==> config.mk <==
export PLATFORM = sky130hd
export DESIGN_NAME = pipelined_adder
export DESIGN_NICKNAME = d
export VERILOG_FILES = /design/src/rtl/pipelined_adder.sv
export SDC_FILE = /design/constraint.sdc
export NUM_CORES = 1
export LEC_CHECK = 0
export CAP_MARGIN = 20
export CORE_AREA = 2 2 118 143
export CTS_CLUSTER_SIZE = 25
export DETAILED_ROUTE_END_ITERATION = 10
export DIE_AREA = 0 0 120 145
export GPL_TIMING_DRIVEN = 0
export PLACE_DENSITY = 0.78
export REMOVE_ABC_BUFFERS = 1
export SLEW_MARGIN = 20
export SYNTH_ARGS = -nofsm -noshare
export SYNTH_HDL_FRONTEND = slang
export SYNTH_SLANG_ARGS = --single-unit
==> constraint.sdc <==
create_clock -name clk -period 6.2 [get_ports clk]
set_clock_uncertainty 0.1 [all_clocks]
set_input_delay 0.62 -clock clk [delete_from_list [all_inputs] [get_ports clk]]
set_output_delay 0.62 -clock clk [all_outputs]
set_load 0.03 [all_outputs]
==> src/rtl/pipelined_adder.sv <==
// ---------------------------------------------------------------------------
// pipelined_adder
//
// Pipelined segmented-carry adder/subtractor. WIDTH is split into STAGES
// equal segments of SEG = WIDTH/STAGES bits. Stage k adds segment k using the
// carry registered by stage k-1. Each stage register carries the full operand
// and partial-result words, so later operand segments are skewed forward and
// finished result segments are de-skewed. Every transaction therefore leaves
// the last stage fully aligned.
//
// A single advance signal stalls the whole pipeline whenever the output holds
// data that the consumer has not taken.
//
// Parameters:
//   WIDTH   operand/result width; must be a multiple of STAGES
//   STAGES  pipeline depth (number of carry segments), >= 1
//
// Ports:
//   clk        clock, rising edge
//   rst        synchronous active-high reset
//   inValid    operands valid
//   inReady    block accepts operands this cycle
//   operA      operand A
//   operB      operand B
//   Cin        carry in (ignored when subMode = 1)
//   subMode    0: A+B+Cin, 1: A-B
//   outValid   resultOUT/Cout (and Ovf) valid
//   outReady   consumer accepts the result this cycle
//   resultOUT  sum/difference modulo 2^WIDTH
//   Cout       carry out of the MSB (subtract: 1 = no borrow)
//   Ovf        signed overflow; only present when OVERFLOW_FLAG_EN is defined
//
// Build option:
//   OVERFLOW_FLAG_EN  adds the registered Ovf output
// ---------------------------------------------------------------------------
module pipelined_adder #(
   parameter int WIDTH  = 32,
   parameter int STAGES = 4
) (
   input  logic             clk,
   input  logic             rst,
   input  logic             inValid,
   output logic             inReady,
   input  logic [WIDTH-1:0] operA,
   input  logic [WIDTH-1:0] operB,
   input  logic             Cin,
   input  logic             subMode,
   output logic             outValid,
   input  logic             outReady,
   output logic [WIDTH-1:0] resultOUT,
   output logic             Cout
`ifdef OVERFLOW_FLAG_EN
   ,
   output logic             Ovf
`endif
);

   localparam int SEG = WIDTH / STAGES;

   if ((STAGES < 1) || ((WIDTH % STAGES) != 0)) begin : g_param_check
      $error("pipelined_adder: WIDTH must be a non-zero multiple of STAGES");
   end

   // Stage register outputs, one element per stage.
   logic [WIDTH-1:0] a_q [STAGES];
   logic [WIDTH-1:0] b_q [STAGES];
   logic [WIDTH-1:0] r_q [STAGES];
   logic             c_q [STAGES];
   logic             v_q [STAGES];

   // The pipeline moves as one unit. It holds only when the output is full
   // and the consumer is not taking it.
   logic advance;
   assign advance  = !v_q[STAGES-1] || outReady;
   assign inReady  = advance;

`ifdef OVERFLOW_FLAG_EN
   logic ovf_reg;
`endif

   for (genvar gi = 0; gi < STAGES; gi++) begin : g_stage
      logic [WIDTH-1:0] a_in;
      logic [WIDTH-1:0] b_in;
      logic [WIDTH-1:0] r_in;
      logic             c_in;
      logic             v_in;

      if (gi == 0) begin : g_first
         // Subtraction is A + ~B + 1. The +1 rides in as the stage-0 carry.
         assign a_in = operA;
         assign b_in = subMode ? ~operB : operB;
         assign c_in = subMode ? 1'b1 : Cin;
         assign v_in = inValid;
         assign r_in = '0;
      end else begin : g_next
         assign a_in = a_q[gi-1];
         assign b_in = b_q[gi-1];
         assign c_in = c_q[gi-1];
         assign v_in = v_q[gi-1];
         assign r_in = r_q[gi-1];
      end

      // One extra bit holds the segment's carry-out.
      logic [SEG:0]     seg_sum;
      logic [WIDTH-1:0] r_next;

      assign seg_sum = {1'b0, a_in[gi*SEG +: SEG]}
                     + {1'b0, b_in[gi*SEG +: SEG]}
                     + {{SEG{1'b0}}, c_in};

      always_comb begin
         r_next = r_in;
         r_next[gi*SEG +: SEG] = seg_sum[SEG-1:0];
      end

      logic [WIDTH-1:0] a_reg;
      logic [WIDTH-1:0] b_reg;
      logic [WIDTH-1:0] r_reg;
      logic             c_reg;
      logic             v_reg;

      always_ff @(posedge clk) begin
         if (rst) begin
            a_reg <= '0;
            b_reg <= '0;
            r_reg <= '0;
            c_reg <= 1'b0;
            v_reg <= 1'b0;
         end else if (advance) begin
            a_reg <= a_in;
            b_reg <= b_in;
            r_reg <= r_next;
            c_reg <= seg_sum[SEG];
            v_reg <= v_in;
         end
      end

      assign a_q[gi] = a_reg;
      assign b_q[gi] = b_reg;
      assign r_q[gi] = r_reg;
      assign c_q[gi] = c_reg;
      assign v_q[gi] = v_reg;

`ifdef OVERFLOW_FLAG_EN
      if (gi == STAGES - 1) begin : g_ovf
         // Carry into the MSB is recovered from the MSB sum bit:
         // a ^ b ^ sum. Overflow is that carry XOR the carry out.
         always_ff @(posedge clk) begin
            if (rst) begin
               ovf_reg <= 1'b0;
            end else if (advance) begin
               ovf_reg <= a_in[WIDTH-1] ^ b_in[WIDTH-1]
                        ^ seg_sum[SEG-1] ^ seg_sum[SEG];
            end
         end
      end
`endif
   end

   assign outValid  = v_q[STAGES-1];
   assign resultOUT = r_q[STAGES-1];
   assign Cout      = c_q[STAGES-1];

`ifdef OVERFLOW_FLAG_EN
   assign Ovf = ovf_reg;
`endif

endmodule

==> flow_summary.toml, run 1 <==
[critical_path]
rrSetupSlack_ps = 3310
worstPathCellList = "clkdlybuf4s50_1 -> nor2b_4 -> buf_12 -> buf_12 -> inv_8 -> clkdlybuf4s50_1"
crit_required_ps = 5480
start_kind = "input port"
cpMaxStageDelayCell = "clkdlybuf4s50_1"
worst-path-buf-inv = 5
crit_cells = 6
slowest_delay_ps = 670
cp_data_arrival_time_ps = 2950
end_kind = "primary output"
reg2reg_depth = 8
path_max_fanout = 105
crit_type = "in -> out"
cp_top_family = "buffers and inverters"

[timing]
slew_headroom_pct = 48.7
setup_viol = 0
fin_tns_setup_ps = 0
fmax_mhz = 272
rsz0062_at_grt = "false"
tightest_slew_ps = 767
maxSlewViolCount = 0
finalHoldViolCount = 0
layout_min_cycle_time_ps = 3670
post-route-period-util_pct = 59.3

[clocking]
ctsLongestPathBuffers = 2
ctsResizeCount = 0
htreeDepth = 4
clock-sinks = 184
numCtsBuffers = 17
cts_tree = "built"
post-cts-setup-buffer-count = 0
clk_latency_ps = 420
clk_pin_slew_worst_paths_ps = 60
cts_root_buf = "clkbuf_16"
holdBufCountCts = 0

[placed_design]
dp.cells = 1200
port_buffers = 104
gp_congestion = 0.804
dpl_cell_area_um2 = 9090
hpwlAfterDp_um = 10100

[route]
vias = 6302
first_iter_violations = 402
first_pass_iters = 5
vias_per_cell = 5.12
drc = 0
wl_per_cell_um = 12.5
final_antenna_net_count = 0
drt-total-wl_um = 15400

[min_path]
whs_path_depth = 2
hold_class = "reg -> reg"

[layout]
drive_gt1_share_pct = 5.20
diodes = 0
area_growth_pct = 22.0
fin_cells = 1232
nNetsFinal = 1113
final_core_utilization_pct = 60.2
final_area_um2 = 9640

[logic_synthesis]
synth_top_cell_by_area = "dfxtp_1"
synth_cells = 941
synth-seq-cells = 184
yosysTopAreaCellShare_pct = 46.6
synth_area_per_cell_um2 = 8.40
ys.flop_type = "dfxtp_1"
yosysSeqAreaShare_pct = 46.6
yosysMostFrequentCell = "nand2_1"
synth.top_cells.by_area = "dfxtp_1 (47%), nand2_1 (13%), a21oi_1 (9.6%), ha_1 (4.4%), xnor2_1 (3.5%)"
synth-async-reset-ratio_pct = 0
synth.distinct_cells = 46
synth_edf_count = 0
synthTopCellsByCount = "nand2_1 (271), dfxtp_1 (184), a21oi_1 (151)"
synth_warnings = 0
netlist_area_um2 = 7910

[power]
finalPower_mw = 2.62
peakVddDrop_v = 0.000160
power.density_nw_per_um2 = 272
leakage_nw = 3.79

[grt]
grt_max_degree = 108
antenna_found_initial = 0
grt_overflow = 0
grt_pass1_vias = 5888
grt_pass1_wl_um = 26200
track_usage_pct = 18.1

[die]
fp.dieW_um = 120
die_y_um = 145
coreArea_um2 = 16000
start_util_pct = 49.4
io_pins = 105
dieArea_um2 = 17400
rows = 51

[run]
drv_cap = 0

[run_status]
status = "finished, final reports clean"
==> path summary, 6_finish.rpt <==
| check | to | from |
|---|---|---|
| max reg2reg | g_stage[1].r_reg[13] | outValid |
| max | inReady | outReady |
| min reg2reg | g_stage[1].r_reg[14] | g_stage[1].r_reg[14] |
| min | g_stage[1].r_reg[14] | g_stage[1].r_reg[14] |
==> cell usage in the layout (no fill, tap or decap), types with 3 or more instances in the layout <==
cell type / instances
fa_1: 8
o22ai_1: 3
a21oi_1: 151
buf_16: 5
nand2_1: 271
nor3b_1: 3
clkinv_2: 4
buf_12: 3
nor2_1: 38
ha_1: 28
dfxtp_1: 184
nor3_1: 4
nor2b_4: 3
inv_1: 13
a211oi_1: 36
clkinvlp_4: 3
o2bb2ai_1: 4
xor2_1: 12
clkbuf_16: 17
xnor2_1: 32
mux2_2: 5
clkbuf_8: 4
nand3_1: 3
a21o_1: 16
nand3b_1: 8
o21ai_0: 10
clkdlybuf4s50_1: 102
and3_1: 4
nor4_1: 3
o21bai_1: 4
or3_1: 4
==> power by group <==
part	internal (mW)	leakage, nW	total (mW)	switching [mW]
clock	0.555	0.268	0.997	0.442
sequential	1.26	1.51	1.30	0.0404
combinational	0.159	2.01	0.319	0.160
total	1.98	3.79	2.62	0.642
==> worst reg2reg max path, cell delays in order, from the launching register on <==
cell and delay [ps]:
dfxtp_1 320, nor2b_4 510, buf_12 270, buf_12 220, inv_8 190, buf_16 310, nand2b_1 440, nor4_1 100
a311o_1 320
==> final cells by class <==
class                           count  area (um2)
Clock buffer                       22         484
Clock inverter                     10        68.8
Fill cell                        1417        6370
Inverter                           14        60.1
Multi-Input combinational cell    678        3840
Sequential cell                   184        3680
Tap cell                          212         265
Timing Repair Buffer              112        1240
==> through the flow <==
step / setup slack (ps) / hold WS, ps
global placement: -12030 / 334
detailed placement: 2460 / 338
global route: 2400 / 366
floorplan: -4860 / 325
finish: 2530 / 346
CTS: 2520 / 348
==> per-layer routing <==
metal / wire length, um / GRT usage [%] / vias up
li1: - / - / 3303
met1: 6990 / 22.0 / 2890
met2: 7820 / 31.5 / 99
met3: 490 / 4.13 / 10
met4: 129 / 5.53 / 0
met5: 0 / 0 / -
==> cells by family (layout without fill, tap and decap cells) <==
kind of cell / after synthesis / in the layout / share of synthesized area [%]
flip-flops: 184 / 184 / 46.6
buffers and inverters: 79 / 158 / 4.87
AO/OA/AOI/OAI: 243 / 243 / 18.2
multiplexers: 5 / 5 / 0.712
XOR/XNOR: 44 / 44 / 4.87
AND/OR/NAND/NOR: 350 / 350 / 18.3
adder cells (fa/ha/maj): 36 / 36 / 6.46
No activity file was read; power rests on OpenSTA's default activity.
==> run 2: changes to the inputs <==
clock period = 3.55 ns   (was 6.2 ns; I/O delays follow)
==> results of run 2 <==
Same layout as run 1 (identical final DEF). Status: finished, final reports clean.
Among the figures that moved: setup slack after placement 2460 ps -> 70.8 ps; setup slack after layout 2530 ps -> 405 ps; hold slack 346 ps -> 264 ps; register-to-register setup slack 3310 ps -> 660 ps; end point of the worst hold path g_stage[1].r_reg[14] -> resultOUT[12]; total power 2.62 mW -> 4.57 mW; worst IR drop on VDD 0.000160 V -> 0.000279 V
==> run 3: changes to the inputs <==
TNS_END_PERCENT = 10   (was default)
==> results of run 3 <==
Same layout as run 1 (identical final DEF). Status: finished, final reports clean.
Among the figures that moved: setup slack after placement 2460 ps -> 70.8 ps; setup slack after layout 2530 ps -> 405 ps; hold slack 346 ps -> 264 ps; register-to-register setup slack 3310 ps -> 660 ps; end point of the worst hold path g_stage[1].r_reg[14] -> resultOUT[12]; total power 2.62 mW -> 4.57 mW; worst IR drop on VDD 0.000160 V -> 0.000279 V
